<file path="config.mk">
export PLATFORM = sky130hd
export DESIGN_NAME = lsm_dispatch_sequencer
export DESIGN_NICKNAME = d
export VERILOG_FILES = /design/src/rtl/lsm_dispatch_sequencer.sv
export SDC_FILE = /design/constraint.sdc
export NUM_CORES = 1
export LEC_CHECK = 0
export CORE_ASPECT_RATIO = 1.2
export CORE_MARGIN = 3
export CORE_UTILIZATION = 60
export CTS_BUF_LIST = sky130_fd_sc_hd__clkbuf_8 sky130_fd_sc_hd__clkbuf_16
export DETAILED_ROUTE_END_ITERATION = 8
export GPL_TIMING_DRIVEN = 0
export PLACE_DENSITY = 0.79
export SETUP_SLACK_MARGIN = 0.5
export SLEW_MARGIN = 40
export SYNTH_ARGS = -nofsm -noshare
export SYNTH_HDL_FRONTEND = slang
export SYNTH_SLANG_ARGS = --single-unit
</file>
<file path="constraint.sdc">
create_clock -name clk -period 5.48 [get_ports clk]
set_input_delay 1.096 -clock clk [delete_from_list [all_inputs] [get_ports clk]]
set_output_delay 1.096 -clock clk [all_outputs]
set_load 0.005 [all_outputs]
</file>
<file path="src/rtl/lsm_dispatch_sequencer.sv">
// Function-table registry plus lifecycle sequencer for NUM_LSM land-surface-model engines.
// Latency: first call presented on the second cycle after start is sampled; one call in flight at a time.
// Backpressure: each call holds in ISSUE until call_ready; registration is accepted only while idle.
module lsm_dispatch_sequencer #(
    parameter int NUM_LSM      = 4,
    parameter int HANDLE_W     = 16,
    parameter int STEP_W       = 16,
    parameter int RST_INTERVAL = 24,
    localparam int LSM_W       = (NUM_LSM > 1) ? $clog2(NUM_LSM) : 1
) (
    input  logic                clk,
    input  logic                rst,
    input  logic                reg_valid,
    output logic                reg_ready,
    input  logic [LSM_W-1:0]    reg_lsm,
    input  logic [2:0]          reg_op,
    input  logic [HANDLE_W-1:0] reg_handle,
    input  logic                start,
    input  logic [LSM_W-1:0]    start_lsm,
    input  logic                cold_start,
    input  logic [STEP_W-1:0]   num_steps,
    input  logic                abort,
    output logic                call_valid,
    input  logic                call_ready,
    output logic [2:0]          call_op,
    output logic [HANDLE_W-1:0] call_handle,
    output logic [STEP_W-1:0]   call_step,
    input  logic                call_done,
    output logic                busy,
    output logic                done,
    output logic [1:0]          status
);
    localparam int SLOTS = NUM_LSM * 8;
    localparam int RC_W  = (RST_INTERVAL > 1) ? $clog2(RST_INTERVAL) : 1;

    localparam logic [2:0] OP_INI = 3'd0, OP_SETUP = 3'd1, OP_DYN = 3'd2, OP_F2T = 3'd3;
    localparam logic [2:0] OP_RUN = 3'd4, OP_OUT = 3'd5, OP_RESTART = 3'd6, OP_WRST = 3'd7;
    localparam logic [1:0] ST_OK = 2'b00, ST_UNREG = 2'b01, ST_ABORT = 2'b10;

    typedef enum logic [2:0] {S_IDLE, S_LOOKUP, S_ISSUE, S_WAIT, S_ADVANCE, S_FINISH} state_t;

    state_t                state, state_d;
    logic [LSM_W-1:0]      lsm_q;
    logic                  cold_q;
    logic [STEP_W-1:0]     nsteps_q;
    logic [STEP_W-1:0]     step_q, step_d;
    logic [2:0]            op_q, op_d;
    logic [RC_W-1:0]       rcnt_q, rcnt_d;
    logic [HANDLE_W-1:0]   handle_q;
    logic [1:0]            status_q, status_d;
    logic                  abort_q;
    logic                  load_cfg, load_handle;
    logic [SLOTS-1:0]      slot_vld;
    logic [HANDLE_W-1:0]   handle_mem [SLOTS];

    logic                  reg_fire, reg_in_range, lsm_in_range, slot_hit, abort_now;
    logic                  is_last, rst_hit, no_steps, seq_end;
    logic [LSM_W+2:0]      reg_idx, cur_idx;
    logic [RC_W-1:0]       rcnt_inc;

    assign reg_idx      = {reg_lsm, reg_op};
    assign cur_idx      = {lsm_q, op_q};
    assign reg_in_range = int'(reg_lsm) < NUM_LSM;
    assign lsm_in_range = int'(lsm_q) < NUM_LSM;
    assign reg_fire     = reg_valid && (state == S_IDLE);
    assign reg_ready    = reg_fire;
    assign slot_hit     = lsm_in_range && slot_vld[cur_idx];
    assign abort_now    = abort_q || abort;
    // Widened add so the last-step compare never wraps at the top of the step range.
    assign is_last      = ({1'b0, step_q} + {{STEP_W{1'b0}}, 1'b1}) == {1'b0, nsteps_q};
    assign rst_hit      = rcnt_q == RC_W'(RST_INTERVAL - 1);
    assign rcnt_inc     = rst_hit ? '0 : rcnt_q + 1'b1;
    assign no_steps     = nsteps_q == '0;

    assign call_valid   = (state == S_ISSUE);
    assign call_op      = op_q;
    assign call_handle  = handle_q;
    assign call_step    = step_q;
    assign busy         = (state != S_IDLE) && (state != S_FINISH);
    assign done         = (state == S_FINISH);
    assign status       = status_q;

    // Registry valid bits: set on accepted registration, cleared only by reset.
    always_ff @(posedge clk) begin
        if (rst) begin
            slot_vld <= '0;
        end else if (reg_fire && reg_in_range) begin
            slot_vld[reg_idx] <= 1'b1;
        end
    end

    // Handle storage needs no reset; a slot is only read once its valid bit is set.
    always_ff @(posedge clk) begin
        if (reg_fire && reg_in_range) begin
            handle_mem[reg_idx] <= reg_handle;
        end
    end

    // State register and sequencing context.
    always_ff @(posedge clk) begin
        if (rst) begin
            state    <= S_IDLE;
            lsm_q    <= '0;
            cold_q   <= 1'b0;
            nsteps_q <= '0;
            step_q   <= '0;
            op_q     <= '0;
            rcnt_q   <= '0;
            handle_q <= '0;
            status_q <= ST_OK;
            abort_q  <= 1'b0;
        end else begin
            state    <= state_d;
            step_q   <= step_d;
            op_q     <= op_d;
            rcnt_q   <= rcnt_d;
            status_q <= status_d;
            if (load_cfg) begin
                lsm_q    <= start_lsm;
                cold_q   <= cold_start;
                nsteps_q <= num_steps;
            end
            if (load_handle) begin
                handle_q <= handle_mem[cur_idx];
            end
            if (state == S_FINISH) begin
                abort_q <= 1'b0;
            end else if (busy && abort) begin
                abort_q <= 1'b1;
            end
        end
    end

    // Next-state, next-op and completion status.
    always_comb begin
        state_d     = state;
        op_d        = op_q;
        step_d      = step_q;
        rcnt_d      = rcnt_q;
        status_d    = status_q;
        load_cfg    = 1'b0;
        load_handle = 1'b0;
        seq_end     = 1'b0;
        case (state)
            S_IDLE: begin
                if (start) begin
                    state_d  = S_LOOKUP;
                    op_d     = OP_INI;
                    step_d   = '0;
                    rcnt_d   = '0;
                    status_d = ST_OK;
                    load_cfg = 1'b1;
                end
            end
            S_LOOKUP: begin
                if (!slot_hit) begin
                    status_d = ST_UNREG;
                    state_d  = S_FINISH;
                end else if (abort_now) begin
                    status_d = ST_ABORT;
                    state_d  = S_FINISH;
                end else begin
                    load_handle = 1'b1;
                    state_d     = S_ISSUE;
                end
            end
            S_ISSUE: begin
                // An accepted call takes priority over a coincident abort.
                if (call_ready) begin
                    state_d = S_WAIT;
                end else if (abort_now) begin
                    status_d = ST_ABORT;
                    state_d  = S_FINISH;
                end
            end
            S_WAIT: begin
                if (call_done) begin
                    state_d = S_ADVANCE;
                end
            end
            S_ADVANCE: begin
                if (abort_now) begin
                    status_d = ST_ABORT;
                    state_d  = S_FINISH;
                end else begin
                    case (op_q)
                        OP_INI:     op_d = OP_SETUP;
                        OP_SETUP: begin
                            if (!cold_q)       op_d = OP_RESTART;
                            else if (no_steps) seq_end = 1'b1;
                            else               op_d = OP_DYN;
                        end
                        OP_RESTART: begin
                            if (no_steps) seq_end = 1'b1;
                            else          op_d = OP_DYN;
                        end
                        OP_DYN:     op_d = OP_F2T;
                        OP_F2T:     op_d = OP_RUN;
                        OP_RUN:     op_d = OP_OUT;
                        OP_OUT: begin
                            if (rst_hit || is_last) begin
                                op_d = OP_WRST;
                            end else begin
                                op_d   = OP_DYN;
                                step_d = step_q + 1'b1;
                                rcnt_d = rcnt_inc;
                            end
                        end
                        default: begin
                            if (is_last) begin
                                seq_end = 1'b1;
                            end else begin
                                op_d   = OP_DYN;
                                step_d = step_q + 1'b1;
                                rcnt_d = rcnt_inc;
                            end
                        end
                    endcase
                    if (seq_end) begin
                        status_d = ST_OK;
                        state_d  = S_FINISH;
                    end else begin
                        state_d = S_LOOKUP;
                    end
                end
            end
            S_FINISH: state_d = S_IDLE;
            default:  state_d = S_IDLE;
        endcase
    end
endmodule
</file>
# Word level (Yosys, flattened, before mapping)
# Memories as Yosys holds them, arrays and structs flattened. A register that Yosys moved wholly into a read port is not among the register bits.
# Index checks and enable logic that the tools add are counted.
[op_classes]
addsub = 3
order_cmp = 3
n_eq_ne = 24
n_mux = 54
n_bitwise = 1
n_reduce_logical = 19
[op_table]
columns = ["op", "count"]
rows = [
  ["16-bit two-way mux", 4],
  ["16-bit case mux with 2 select lines", 2],
  ["3-bit two-way mux", 14],
  ["32-bit bitwise OR", 1],
  ["5-bit two-way mux", 5],
  ["3-bit case mux with 7 select lines", 1],
  ["5-bit case mux with 2 select lines", 2],
  ["16-bit by 1-bit adder with 17-bit output (second input constant)", 1],
  ["17-bit by 16-bit equality test with 1-bit output", 1],
  ["16-bit by 1-bit adder with 16-bit output (second input constant)", 1],
  ["16-bit logical NOT", 1],
  ["3-bit equality test (second input constant)", 5],
  ["3-bit case mux with 5 select lines", 1],
  ["1-bit two-way mux", 14],
  ["3-bit by 2-bit equality test with 1-bit output (second input constant)", 4],
  ["5-bit by 6-bit less-than comparator with 1-bit output (second input constant)", 2],
  ["2-bit two-way mux", 6],
  ["2-bit inequality test (second input constant)", 5],
  ["3-bit inequality test (second input constant)", 3],
  ["9-bit by 2-bit inequality test with 1-bit output (second input constant)", 1],
  ["2-bit case mux with 4 select lines", 1],
  ["4-bit AND reduction", 2],
  ["3-bit by 1-bit equality test with 1-bit output (second input constant)", 2],
  ["3-bit logical NOT", 2],
  ["19 further kinds", 23],
]
[word_totals]
ff_bits = 81
ramBits = 512
input_bits = 47
out_inout_bits = 41
word_cells = 115
n_memories = 1
[mem_list]
columns = ["name", "words", "word_bits", "rd", "rd_clocked_by_memory_dff", "wr", "line_no", "text"]
rows = [
  ["handle_mem", 32, 16, 1, 1, 1, "54", "logic [HANDLE_W-1:0] handle_mem [SLOTS];"],
]

# Longest topological paths before layout
# Gate-level depths: netlist (run 1).
[logic_depth]
word_depth = 9
ltp_mapped = 13
depth_no_buf = 9

# Worst setup path before layout (run 1)
# No wires, ideal clock.
[synth_timing]
path_type = "flip-flop to flip-flop"
startpoint = "reg step_q[0] (netlist: call_step[0])"
endpoint = "reg step_q[11] (netlist: call_step[11])"
setup_ps = 59
arrival_time_ps = 2845
slack_ps = 2576
stages_incl_launch_ff = 12
synth_period_minus_slack_ps = 2904
cell_sequence = "dfxtp_1 ha_1 and4_1 buf_6 nand4_1 xnor2_1 a211o_1 or4b_1 buf_6 a31o_4 a2111o_1 nand2_1"
[synth_between]
elab_chain_cells = 5
word_cells_on_any_way = 12
[synth_rtl]
columns = ["element", "line_no", "text"]
rows = [
  ["start, declared", "46", "logic [STEP_W-1:0] step_q, step_d;"],
  ["start signal, assigned", "114", "step_q <= step_d;"],
  ["16-bit by 1-bit adder with 17-bit output or 16-bit by 1-bit adder with 16-bit output (tied branches)", "70, 205, 214", ""],
  ["17-bit by 16-bit equality test with 1-bit output, or another cell as far along", "70", "assign is_last = ({1'b0, step_q} + {{STEP_W{1'b0}}, 1'b1}) == {1'b0, nsteps_q};"],
  ["1-bit logical OR or 16-bit case mux with 2 select lines (tied branches)", "201, 186", ""],
  ["3-bit inequality test (no source line) or 16-bit two-way mux (tied branches)", "-", ""],
  ["6-bit AND reduction (no source line) or 16-bit case mux with 2 select lines (tied branches)", "-", ""],
]
# Several ways; a longest one is shown, not always the timed one. The select of a mux whose other input is x is not followed.
# A chain may end at the register's enable or synchronous reset.

# Worst setup path in the final report (run 1)
[layout_timing]
startpoint = "reg lsm_q[1]"
endpoint = "reg handle_q[5] (netlist: call_handle[5]), read port of handle_mem"
[layout_between]
elab_chain_cells = 4
[layout_rtl]
columns = ["element", "line_no", "text"]
rows = [
  ["start, declared", "43", "logic [LSM_W-1:0] lsm_q;"],
  ["start signal, assigned", "119", "lsm_q <= start_lsm;"],
  ["1-bit binary-select mux with 5-bit select", "67", "assign slot_hit = lsm_in_range && slot_vld[cur_idx];"],
  ["1-bit two-way mux (not written as such)", "67", ""],
  ["1-bit two-way mux", "156", "if (!slot_hit) begin"],
  ["1-bit two-way mux", "144", "case (state)"],
  ["end, declared", "49", "logic [HANDLE_W-1:0] handle_q;"],
]
# Several ways; a longest one is shown, not always the timed one. The select of a mux whose other input is x is not followed.

==> impl_results.md, run 1 <==
* Status: finished clean
* Number of fill cells at 2254
* Logic gate share of total power at 9.6%
* Clock period minus final worst setup slack at 3.48 ns
* Core ar. at 39200 um^2
* # H-tree levels at 2
* Max-slew violation count at 0
* Sequential share of the synthesized area at a little under three quarters
* Area growth from synthesis to layout at 17.2%
* Share of total power in the clock network at 39.0%
* Detailed placement HPWL at roughly 40000 um
* Total nets after synthesis at between 1000 and 1500
* Max-capacitance violation count at 0
* Cell internal power dissipation at 7.64 mW
* Routed wirelength normalized by instance count at ~31 um
* Most frequent standard cell in the layout excluding fill and tap cells: sky130_fd_sc_hd__edfxtp_1
* Slack of the critical path at 2.00 ns
* Worst Setup Path Type: register to register
* Initial cell density of the core at 61.6%
* Max-slew headroom at the worst pin at 41.0%
* Number of setup violations in the final report at 0
* Ports at 88
* Clock sinks at 609
* Synthesized area per cell at around 18 um^2
* Root buf cell: sky130_fd_sc_hd__clkbuf_16
* Count of distinct cell types in the synthesized netlist at just under 70
* Routed via count at 14300
* Diodes inserted at 0
* Worst Clk Skew at 0.0304 ns
* Crit path required time at 5.96 ns
* Synth Warn # at 0
* Cts hold-fix bufs at 0
* Final TNS setup at 0 ns
* Post-layout net count at between 1500 and 2000
* Most used cells in the layout excluding fill and tap cells: sky130_fd_sc_hd__edfxtp_1, sky130_fd_sc_hd__mux4_2, sky130_fd_sc_hd__nand2_1, sky130_fd_sc_hd__dfxtp_1, sky130_fd_sc_hd__nor2_1
* Buffer levels on the longest clock path at 3
* Final wirelength at between 60000 and 70000 um
* Data arrival, critical path at 3.96 ns
* Pin slew with the least headroom to its limit at ~0.9 ns
* Total grt overflow at 0
* Pin count of the biggest net entering global routing at 33
* Total DRC errors in the routed layout at 0
* Global routing usage summed across all routing layers at around 31%
* Count of input and output buffers at 86
* Initial DRT Pass Iterations at 6
* Synth Register Bits at 609
* Nature of the critical path endpoint: register
* DIE AREA at roughly 43000 um^2
* Global-route wire length before repair at 95100 um
* Cell area after technology mapping at 24200 um^2
* Buffers inserted during post-CTS setup optimization at 0
* Gp weighted congestion at roughly 0.86
* Fin crit share at 63.5%
* Placement Rows at 79
* Total power per unit cell area at between 300 and 400 nW/um^2
* Horizontal die dimension at 189 um
* Pre-CTS WS at 1.89 ns
* Number of buffers created by CTS at 56
* Clock transition time at the flip-flop clock pins of the worst setup and hold paths at 0.07 ns
* CTS tree: done
* Proportion of power drawn by flip-flops and latches at 51.4%
* Leakage power figure at around 8.8 nW
* Unrepaired setup endpoints after global routing: no
* Maximum fanout along the worst path at 10
* Number of antenna violations at the first check in global routing at 1
* Initial DRC count at 2006
* Die Span Y at 226 um
* Net switching share of the total power at 23.6%
* Antenna-violating nets left at 0
* Fraction of layout instances using a drive strength above 1 at 24.8%
* Leading register cell type out of synthesis: sky130_fd_sc_hd__edfxtp_1
* Final hold viol count at 0
* Number of global-route vias before repair at 14500
* Number of enable-type register cells in the synthesized netlist at around 510
* FFs w/ async S/R, synth at 0%
* Detailed-route vias per instance at 6.79
* Path type of the worst min-delay path: register to register
* Clock insertion delay at the later pin of the skew report at 0.60 ns
* Mapped Cells at 1352
* Maximum frequency from static timing analysis at 0.287 GHz
* Startpoint type of the worst setup path: register
* Maximum ir drop on the vdd rail at 0.264 mV
* Number of gates resized after CTS at 0
* Net Switching at 2.36 mW
## registers in the layout, indices dropped and copies added, names as in the netlist
signal       flops
state            3
lsm_q            2
rcnt_q           5
handle_mem     512
abort_q          1
call_step       16
call_handle     16
cold_q           1
slot_vld        32
call_op          3
status           2
nsteps_q        16
## cell usage after synthesis (all sizes together) (3+ instances only)
library cell	number	share of area (%)
or3	3	0.078
o41ai	5	0.18
or4	6	0.19
o211ai	7	0.22
nor2b	8	0.21
a311oi	17	0.62
o22ai	6	0.16
a211o	5	0.18
inv	13	0.20
nand2b	5	0.13
nand2	114	1.8
o21a	14	0.43
mux2i	4	0.17
xor2	4	0.14
mux4	168	16
nand4	13	0.36
o21ai	15	0.31
nor3	10	0.21
xnor2	10	0.36
a31oi	10	0.26
clkbuf	51	0.79
a21oi	35	0.72
dfxtp	97	8.0
and3	6	0.17
and4	3	0.11
o311ai	6	0.22
nand3b	3	0.093
nand3	14	0.29
nor2	108	1.7
buf	27	0.64
and2	5	0.13
edfxtp	512	64
o31a	3	0.11
nor4	12	0.31
## stage by stage
stage	utilization, %	total power [mW]	hold slack [ns]	cells	area (um^2)
floorplan	-	5.79	0.435	1352	24200
global placement	65.5	6.13	0.440	1964	25700
detailed placement	67.5	6.18	0.454	1996	26500
CTS	72.2	10.0	0.470	2102	28300
global route	72.2	10.3	0.490	2102	28300
finish	72.2	10.0	0.469	2102	28300
## cell type report
cell class              instances  area [um^2]  share of cell area [%]
flip-flops and latches        609        17300                    61.1
multi-input cells             651         6710                    23.7
clock buffers                  61         1470                    5.19
repair buffers                118         1390                    4.89
well taps                     526          658                    2.32
clock inverters                45          377                    1.33
plain buffers                  78          373                    1.32
inverters                      14         52.6                   0.185
## power groups by stage
| stage | Combinational [mW] | Clock, mW | Sequential, mW |
|---|---|---|---|
| finish | 0.964 | 3.90 | 5.14 |
| floorplan | 0.562 | 0 | 5.23 |
| CTS | 0.952 | 3.93 | 5.14 |
| detailed placement | 0.937 | 0 | 5.24 |
| global route | 1.02 | 4.10 | 5.15 |
| global placement | 0.885 | 0 | 5.24 |
## worst paths after layout
| check | from | endpoint | slack (ns) | cells past startpoint |
|---|---|---|---|---|
| setup / recovery | lsm_q[1] | call_handle[5] | 2.00 | 8 |
| hold / removal | slot_vld[2] | slot_vld[2] | 0.47 | 1 |
| setup reg to reg | lsm_q[1] | call_handle[5] | 2.00 | 8 |
| hold reg to reg | slot_vld[2] | slot_vld[2] | 0.47 | 1 |
## cell families after synthesis
family | after synthesis | share of synthesized area [%]
AOI/OAI and AO/OA | 143 | 4.19
xor gates and xnor gates | 14 | 0.507
muxes | 174 | 15.9
adders and majority gates | 2 | 0.103
DFF | 609 | 71.6
buffers and inverters | 92 | 1.65
and+or+nand+nor | 318 | 6.02
## worst max-delay path, stage by stage (launching register included)
cell                       delay [ns]
sky130_fd_sc_hd__dfxtp_1         0.31
sky130_fd_sc_hd__clkbuf_1        0.43
sky130_fd_sc_hd__clkinv_1        0.48
sky130_fd_sc_hd__o32ai_1         0.45
sky130_fd_sc_hd__a21oi_1         0.16
sky130_fd_sc_hd__nor4_2          0.44
sky130_fd_sc_hd__clkbuf_1        0.56
sky130_fd_sc_hd__nor2_1          0.16
sky130_fd_sc_hd__a311oi_1        0.35
## routing by layer
| layer | vias up | GRT usage, % | share of wire, % |
|---|---|---|---|
| li1 | 5811 | - | - |
| met1 | 7176 | 40.3 | 35 |
| met2 | 1046 | 50.5 | 50 |
| met3 | 229 | 6.26 | 10 |
| met4 | 2 | 14.6 | 5.4 |
| met5 | - | 0 | 0.020 |
Power figures use the tool's default switching activity.
==> run 2: changes to the inputs <==
--- a/config.mk
+++ b/config.mk
@@ -7,11 +7,11 @@
 export LEC_CHECK = 0
 export CORE_ASPECT_RATIO = 1.2
 export CORE_MARGIN = 3
-export CORE_UTILIZATION = 60
+export CORE_UTILIZATION = 55
 export CTS_BUF_LIST = sky130_fd_sc_hd__clkbuf_8 sky130_fd_sc_hd__clkbuf_16
 export DETAILED_ROUTE_END_ITERATION = 8
 export GPL_TIMING_DRIVEN = 0
-export PLACE_DENSITY = 0.79
+export PLACE_DENSITY = 0.76
 export SETUP_SLACK_MARGIN = 0.5
 export SLEW_MARGIN = 40
 export SYNTH_ARGS = -nofsm -noshare
==> constraint.sdc (replaced) <==
create_clock -name clk -period 2.9 [get_ports clk]
set_input_delay 0.58 -clock clk [delete_from_list [all_inputs] [get_ports clk]]
set_output_delay 0.58 -clock clk [all_outputs]
set_load 0.005 [all_outputs]
==> run 2 against run 1 <==
Compared with the run above: the run now ends with setup timing left; routed wire length up 11%; global-route usage down 2.2 points; clock power up 94%; via count up 6.6%; sequential power up 89%; cell count up 5.6%; register-to-register slack worse by 2.0 ns; combinational power up 140%; total power up 96%; sequential share of layout area down 3.9 points; maximum frequency up 19%; setup slack worse by 2.0 ns.
==> impl_results.md, run 2 (synthesized netlist as in run 1, its figures left out) <==
* Status: finished, violations left
* Violations in the final reports: setup timing
* Logic gate share of total power at 11.7% (+2.1 points)
* Final standard cell area without fillers at 30300 um^2 (+7.0%)
* Number of buffers created by CTS at 56 (unchanged)
* Pin slew with the least headroom to its limit at 1.21 ns (+0.329 ns)
* Worst Setup Path Type: register to register
* Maximum frequency from static timing analysis at 0.343 GHz (+19%)
* Clock period minus final worst setup slack at 2.92 ns (-0.561 ns)
* Final TNS setup at -0.0391 ns (-0.0391 ns)
* Placed standard-cell area at 26200 um^2 (-0.93%)
* Number of fill cells at 2499 (+11%)
* Post-layout net count at 1668 (+5.8%)
* Total power per unit cell area at 646 nW/um^2 (+83%)
* Ports at 88 (unchanged)
* Count of input and output buffers at 86 (unchanged)
* Crit path largest cell delay at 0.53 ns (-0.03 ns)
* Routed wirelength normalized by instance count at 32.4 um (+5.3%)
* Global routing usage summed across all routing layers at 28.6% (-2.2 points)
* Gp weighted congestion at 0.874 (+1.3%)
* Number of setup violations in the final report at 4 (+4)
* Register containing the most flip-flops in the final layout: handle_mem
* Clock sinks at 609 (unchanged)
* Initial cell density of the core at 56.1% (-5.5 points)
* Number of antenna violations at the first check in global routing at 1 (unchanged)
* Fin crit share at 101% (+37 points)
* Detailed-route vias per instance at 6.85 (+0.96%)
* Unrepaired setup endpoints after global routing: yes
* Worst Clk Skew at 0.0257 ns (-0.00470 ns)
* Initial DRC count at 1945 (-3.0%)
* Slack of the critical path at -0.0193 ns (-2.02 ns)
* Reg-to-reg endpoint: call_step[11]
* Nature of the critical path endpoint: register
* Core ar. at 43100 um^2 (+9.8%)
* Slowest library cell on the worst path: sky130_fd_sc_hd__or4b_4
* Net switching share of the total power at 24.1% (+0.49 points)
* Most frequent standard cell in the layout excluding fill and tap cells: sky130_fd_sc_hd__edfxtp_1
* Max reg flops at 512 (unchanged)
* Path type of the worst min-delay path: register to register
* Final hold viol count at 0 (unchanged)
* Die Span Y at 236 um (+4.3%)
* Net Switching at 4.72 mW (+100%)
* Crit path required time at 3.45 ns (-2.51 ns)
* Max-slew violation count at 0 (unchanged)
* Reg2reg path depth at 9 (+1)
* Antenna-violating nets left at 0 (unchanged)
* Proportion of power drawn by flip-flops and latches at 49.8% (-1.6 points)
* Maximum fanout along the worst path at 9 (-1)
* Clock insertion delay at the later pin of the skew report at 0.61 ns (about the same)
* Final wirelength at 71900 um (+11%)
* Number of global-route vias before repair at 14900 (+2.9%)
* Clock transition time at the flip-flop clock pins of the worst setup and hold paths at 0.07 ns (about the same)
* Max-capacitance violation count at 0 (unchanged)
* Data arrival, critical path at 3.47 ns (-0.49 ns)
* Startpoint type of the worst setup path: register
* Pin count of the biggest net entering global routing at 33 (unchanged)
* DIE AREA at 46500 um^2 (+8.8%)
* Total grt overflow at 0 (unchanged)
* Worst R2R Setup Slack at -0.02 ns (-2.02 ns)
* Max-slew headroom at the worst pin at 19.1% (-22 points)
* CTS tree: done
* Placement Rows at 83 (+5.1%)
* Buffer levels on the longest clock path at 3 (unchanged)
* RR Startpoint: call_step[11]
* Share of total power in the clock network at 38.6% (-0.4 points)
* Initial DRT Pass Iterations at 5 (-1)
* Routed via count at 15200 (+6.6%)
* Maximum ir drop on the vdd rail at 0.490 mV (+86%)
* Hold Crit Start: slot_vld[12]
* Cells along the critical path: clkbuf_2 > xnor2_1 > o32ai_2 > a2111oi_2 > or4b_4 > buf_8 > a31o_4 > a2111o_1 > nand2_1
* Hold worst-path end: slot_vld[12]
* Horizontal die dimension at 197 um (+4.3%)
* # H-tree levels at 2 (unchanged)
* Cell internal power dissipation at 14.9 mW (+94%)
* Detailed placement HPWL at 38600 um (-6.4%)
* Leakage power figure at 9.65 nW (+9.4%)
* Hold Path Cell Cnt at 1 (unchanged)
* Global-route wire length before repair at 97300 um (+2.3%)
* Root buf cell: sky130_fd_sc_hd__clkbuf_16
* Fraction of layout instances using a drive strength above 1 at 34.8% (+9.9 points)
* Most used cells in the layout excluding fill and tap cells: sky130_fd_sc_hd__edfxtp_1, sky130_fd_sc_hd__mux4_2, sky130_fd_sc_hd__nand2_1, sky130_fd_sc_hd__dfxtp_1, sky130_fd_sc_hd__clkdlybuf4s50_1
* Total DRC errors in the routed layout at 0 (unchanged)
* Area growth from synthesis to layout at 25.4%
* Largest registers ranked by flip-flop count: handle_mem (512), slot_vld (32)
==> run 2: changes by cell type in the layout (fill, tap and decap cells not counted), sizes merged, moves of 4 or more <==
cell | before | now
buf | 74 | 163
clkinv | 16 | 25
clkinvlp | 6 | 1
clkdlybuf4s50 | 70 | 66
dlygate4sd2 | 0 | 4
inv | 32 | 28
==> run 2: per-layer routing <==
| layer | share of wire [%] | routed length, um | track usage, % | vias to the layer above |
|---|---|---|---|---|
| li1 | - | - | - | 6008 |
| met1 | 34 | 24400 | 37.2 | 7671 |
| met2 | 49 | 35000 | 47.2 | 1233 |
| met3 | 11 | 8160 | 5.54 | 288 |
| met4 | 5.9 | 4270 | 12.7 | 2 |
| met5 | 0.015 | 11 | 0 | - |
==> run 2: worst max-delay path by stage <==
stage / start / to / slack (ns) / depth (start not counted)
final: call_step[11] / call_step[11] / -0.02 / 9
after global routing: call_step[0] / call_step[10] / -0.10 / 13
after CTS: call_step[0] / call_step[11] / -0.007 / 11
after detailed placement: call_op[1] / call_handle[11] / -0.59 / 7
after global placement: reg_op[1] / handle_mem[12][8] / -0.71 / 4
after floorplan: call_step[0] / call_step[11] / 0.19 / 11
==> run 2: layout make-up <==
class                           instances  area (um^2)  share of cell area, %
Multi-Input combinational cell        651         7180                   23.7
Clock buffer                           57         1420                   4.67
Sequential cell                       609        17300                   57.2
Timing Repair Buffer                  209         2330                   7.68
Buffer                                 78          862                   2.84
Inverter                               14         56.3                  0.186
Tap cell                              552          691                   2.28
Clock inverter                         48          444                   1.47
Antenna cell                            1         2.50                0.00825
==> run 2: what timing repair did <==
action,in CTS,in global routing
endpoints found under the setup margin,543,141
hold buffers,0,0
gates cloned,2,7
resized for setup,212,75
setup buffers,63,35
pin swaps,53,28
==> run 2: worst max-delay path: cells and delay by family, from the launching register on <==
| kind | cells | cell delay, ns |
|---|---|---|
| compound gates | 4 | 1.15 |
| xor+xnor | 1 | 0.41 |
| buf+inv | 2 | 0.38 |
| flops | 1 | 0.32 |
| simple gates | 2 | 0.60 |
==> run 2: power by group through the flow <==
stage / Clock, mW / Combinational, mW / Sequential, mW
2_1_floorplan: 0 / 1.07 / 9.88
3_3_place_gp: 0 / 1.68 / 9.90
3_5_place_dp: 0 / 1.75 / 9.90
4_1_cts: 7.52 / 2.01 / 9.73
5_1_grt: 7.92 / 2.40 / 9.75
6_report: 7.55 / 2.28 / 9.74
==> run 2: metrics by stage <==
stage / utilization, % / setup slack [ns] / std cells / hold WS, ns / total power [mW]
4_1_cts: 68.6 / -0.00713 / 2176 / 0.468 / 19.3
5_1_grt: 70.3 / -0.103 / 2218 / 0.485 / 20.1
3_3_place_gp: 59.9 / -0.706 / 1990 / 0.441 / 11.6
3_5_place_dp: 60.9 / -0.593 / 2006 / 0.454 / 11.7
6_report: 70.3 / -0.0193 / 2219 / 0.478 / 19.6
2_1_floorplan: - / 0.190 / 1352 / 0.435 / 10.9
==> run 3: changes to the inputs <==
--- a/config.mk
+++ b/config.mk
@@ -5,6 +5,7 @@
 export SDC_FILE = /design/constraint.sdc
 export NUM_CORES = 1
 export LEC_CHECK = 0
+export ABC_CLOCK_PERIOD_IN_PS = 2900
 export CORE_ASPECT_RATIO = 1.2
 export CORE_MARGIN = 3
 export CORE_UTILIZATION = 55
@@ -13,7 +14,7 @@
 export GPL_TIMING_DRIVEN = 0
 export PLACE_DENSITY = 0.76
 export SETUP_SLACK_MARGIN = 0.5
-export SLEW_MARGIN = 40
+export SLEW_MARGIN = 10
 export SYNTH_ARGS = -nofsm -noshare
 export SYNTH_HDL_FRONTEND = slang
 export SYNTH_SLANG_ARGS = --single-unit
==> run 3 against run 2 <==
Compared with the run above: the flow still finishes with violations (setup timing); largest power group unchanged; utilization decreased by 1.6 points; sequential power about the same; worst hold slack got worse by 0.0031 ns; total power decreased by 3.2%.
==> impl_results.md, run 3 (synthesized netlist as in run 1, its figures left out) <==
* Status: finished, violations left
* Violations in the final reports: setup timing
* Total DRC errors in the routed layout at 0 (unchanged)
* Area growth from synthesis to layout at 22.6%
* Placement Rows at 83 (unchanged)
* Clock insertion delay at the later pin of the skew report at 0.64 ns (+0.03 ns)
* Horizontal die dimension at 197 um (unchanged)
* Nature of the critical path endpoint: register
* DIE AREA at 46500 um^2 (unchanged)
* Total power per unit cell area at 639 nW/um^2 (-0.97%)
* Root buf cell: sky130_fd_sc_hd__clkbuf_16
* Most used cells in the layout excluding fill and tap cells: sky130_fd_sc_hd__edfxtp_1, sky130_fd_sc_hd__mux4_2, sky130_fd_sc_hd__nand2_1, sky130_fd_sc_hd__dfxtp_1, sky130_fd_sc_hd__clkdlybuf4s50_1
* Pin slew with the least headroom to its limit at 1.28 ns (+0.0715 ns)
* Worst Clk Skew at 0.0308 ns (+0.00509 ns)
* First element of the critical path: call_step[0]
* Wire length on met3 at 7170 um (-12%)
* Core Util, Final at 68.8% (-1.6 points)
* Clock transition time at the flip-flop clock pins of the worst setup and hold paths at 0.06 ns (about the same)
* Core ar. at 43100 um^2 (unchanged)
* Maximum fanout along the worst path at 8 (-1)
* # H-tree levels at 2 (unchanged)
* Final wirelength at 69300 um (-3.6%)
* Fin crit share at 101% (+0.15 points)
* Unrepaired setup endpoints after global routing: yes
* Initial DRC count at 1755 (-9.8%)
* Max reg flops at 512 (unchanged)
* Initial cell density of the core at 56.1% (unchanged)
* Final hold viol count at 0 (unchanged)
* Global-route wire length before repair at 97300 um (about the same)
* Total grt overflow at 0 (unchanged)
* Startpoint type of the worst setup path: register
* Maximum ir drop on the vdd rail at 0.624 mV (+27%)
* Leakage power figure at 9.29 nW (-3.7%)
* Data arrival, critical path at 3.47 ns (about the same)
* Antenna-violating nets left at 0 (unchanged)
* Global routing usage summed across all routing layers at 28.7% (+0.11 points)
* Maximum frequency from static timing analysis at 0.342 GHz (-0.15%)
* Pre-CTS WS at -0.617 ns (-0.0235 ns)
* CTS tree: done
* Detailed-route vias per instance at 6.82 (-0.40%)
* Crit path required time at 3.45 ns (about the same)
* Gp weighted congestion at 0.874 (unchanged)
* Largest registers ranked by flip-flop count: handle_mem (512), slot_vld (32)
* Max-slew violation count at 0 (unchanged)
* Ports at 88 (unchanged)
* Number of global-route vias before repair at 14900 (+0.013%)
* Max-capacitance violation count at 0 (unchanged)
* Wire length on met2 at 34500 um (-1.4%)
* Worst R2R Setup Slack at -0.02 ns (about the same)
* Clock period minus final worst setup slack at 2.92 ns (+0.00430 ns)
* Number of fill cells at 2558 (+2.4%)
* Reg2reg path depth at 11 (+2)
* Total routed wire length on the met1 layer at 24000 um (-2.0%)
* Slack of the critical path at -0.0236 ns (-0.00430 ns)
* Routed via count at 14900 (-2.3%)
* Cts hold-fix bufs at 0 (unchanged)
* RR Startpoint: call_step[0]
* Path type of the worst min-delay path: register to register
* Buffer levels on the longest clock path at 3 (unchanged)
* Post-layout net count at 1627 (-2.5%)
* Detailed placement HPWL at 38300 um (-0.71%)
* Hold Path Cell Cnt at 1 (unchanged)
* Routed wirelength normalized by instance count at 31.8 um (-1.8%)
* Topmost layer with routed signal wires: met4
* Count of input and output buffers at 86 (unchanged)
* Hold worst-path end: slot_vld[2]
* Number of antenna violations at the first check in global routing at 1 (unchanged)
* Hold Crit Start: slot_vld[2]
* Worst Setup Path Type: register to register
* Die Span Y at 236 um (unchanged)
* Fraction of layout instances using a drive strength above 1 at 30.5% (-4.3 points)
* Initial DRT Pass Iterations at 5 (unchanged)
* Number of setup violations in the final report at 2 (-2)
* Most frequent standard cell in the layout excluding fill and tap cells: sky130_fd_sc_hd__edfxtp_1
* Clock sinks at 609 (unchanged)
* Pin count of the biggest net entering global routing at 33 (unchanged)
* Reg-to-reg endpoint: call_step[11]
* Number of buffers created by CTS at 56 (unchanged)
* Max-slew headroom at the worst pin at 14.1% (-5.0 points)
* Register containing the most flip-flops in the final layout: handle_mem
-- run 3: cell count changes in the layout (fill, tap and decap cells not counted), sizes merged --
cell	before	now
buf	163	113
clkdlybuf4s50	66	80
clkinv	25	17
bufinv	8	2
inv	28	34
clkinvlp	1	3
clkbuf	111	110
diode	1	2
-- run 3: area by class of cell --
| type | count | area [um^2] | area share, % |
|---|---|---|---|
| multi-input combinational | 651 | 7070 | 23.9 |
| clock buffer | 61 | 1470 | 4.96 |
| inverter | 14 | 60.1 | 0.203 |
| clock inverter | 42 | 268 | 0.903 |
| tap | 552 | 691 | 2.33 |
| timing repair buffer | 168 | 1930 | 6.51 |
| antenna | 2 | 5.00 | 0.0169 |
| sequential | 609 | 17300 | 58.5 |
| buffer | 78 | 803 | 2.71 |
-- run 3: how the worst max path moves through the flow --
| stage | cells after the start | end |
|---|---|---|
| 3_3_place_gp | 4 | handle_mem[12][8] |
| 2_1_floorplan | 11 | call_step[11] |
| 3_5_place_dp | 7 | call_handle[11] |
| 5_1_grt | 13 | call_step[9] |
| 4_1_cts | 11 | call_step[11] |
| 6_report | 11 | call_step[11] |
-- run 3: critical path: stages (launching register included) --
cell and delay [ns]:
sky130_fd_sc_hd__dfxtp_4 0.37, sky130_fd_sc_hd__ha_4 0.13, sky130_fd_sc_hd__and4_1 0.20, sky130_fd_sc_hd__buf_6 0.12, sky130_fd_sc_hd__nand4_1 0.20, sky130_fd_sc_hd__xnor2_1 0.19, sky130_fd_sc_hd__a211o_1 0.25, sky130_fd_sc_hd__or4b_4 0.58
sky130_fd_sc_hd__buf_8 0.17, sky130_fd_sc_hd__a31o_4 0.24, sky130_fd_sc_hd__a2111o_1 0.36, sky130_fd_sc_hd__nand2_1 0.06
-- run 3: layer usage --
| metal | up-vias | GRT usage, % |
|---|---|---|
| met3 | 230 | 5.50 |
| met2 | 1086 | 46.9 |
| li1 | 5937 | - |
| met5 | - | 0 |
| met1 | 7602 | 37.1 |
| met4 | 0 | 14.5 |
-- run 3: where the power goes --
part / total [mW] / internal [mW] / switching, mW
Clock: 7.09 / 3.82 / 3.26
Sequential: 9.75 / 9.64 / 0.106
Combinational: 2.12 / 0.867 / 1.25
Total: 18.9 / 14.3 / 4.62
-- run 3: what timing repair did --
item	4_1_cts	5_1_grt
gates cloned	1	2
setup endpoints to repair	543	111
resized for setup	219	51
pin swaps	37	20
setup buffers	49	14
-- run 3: metrics by stage --
step,power [mW],instances,cell area [um^2],setup TNS [ns],hold slack [ns]
global route,19.4,2175,29600,-1.33,0.493
global placement,11.6,1990,25800,-225.32,0.441
finish,18.9,2177,29600,-0.0411,0.475
floorplan,10.9,1352,24300,0,0.435
detailed placement,11.7,2006,26100,-105.39,0.452
CTS,18.8,2159,29200,0,0.468
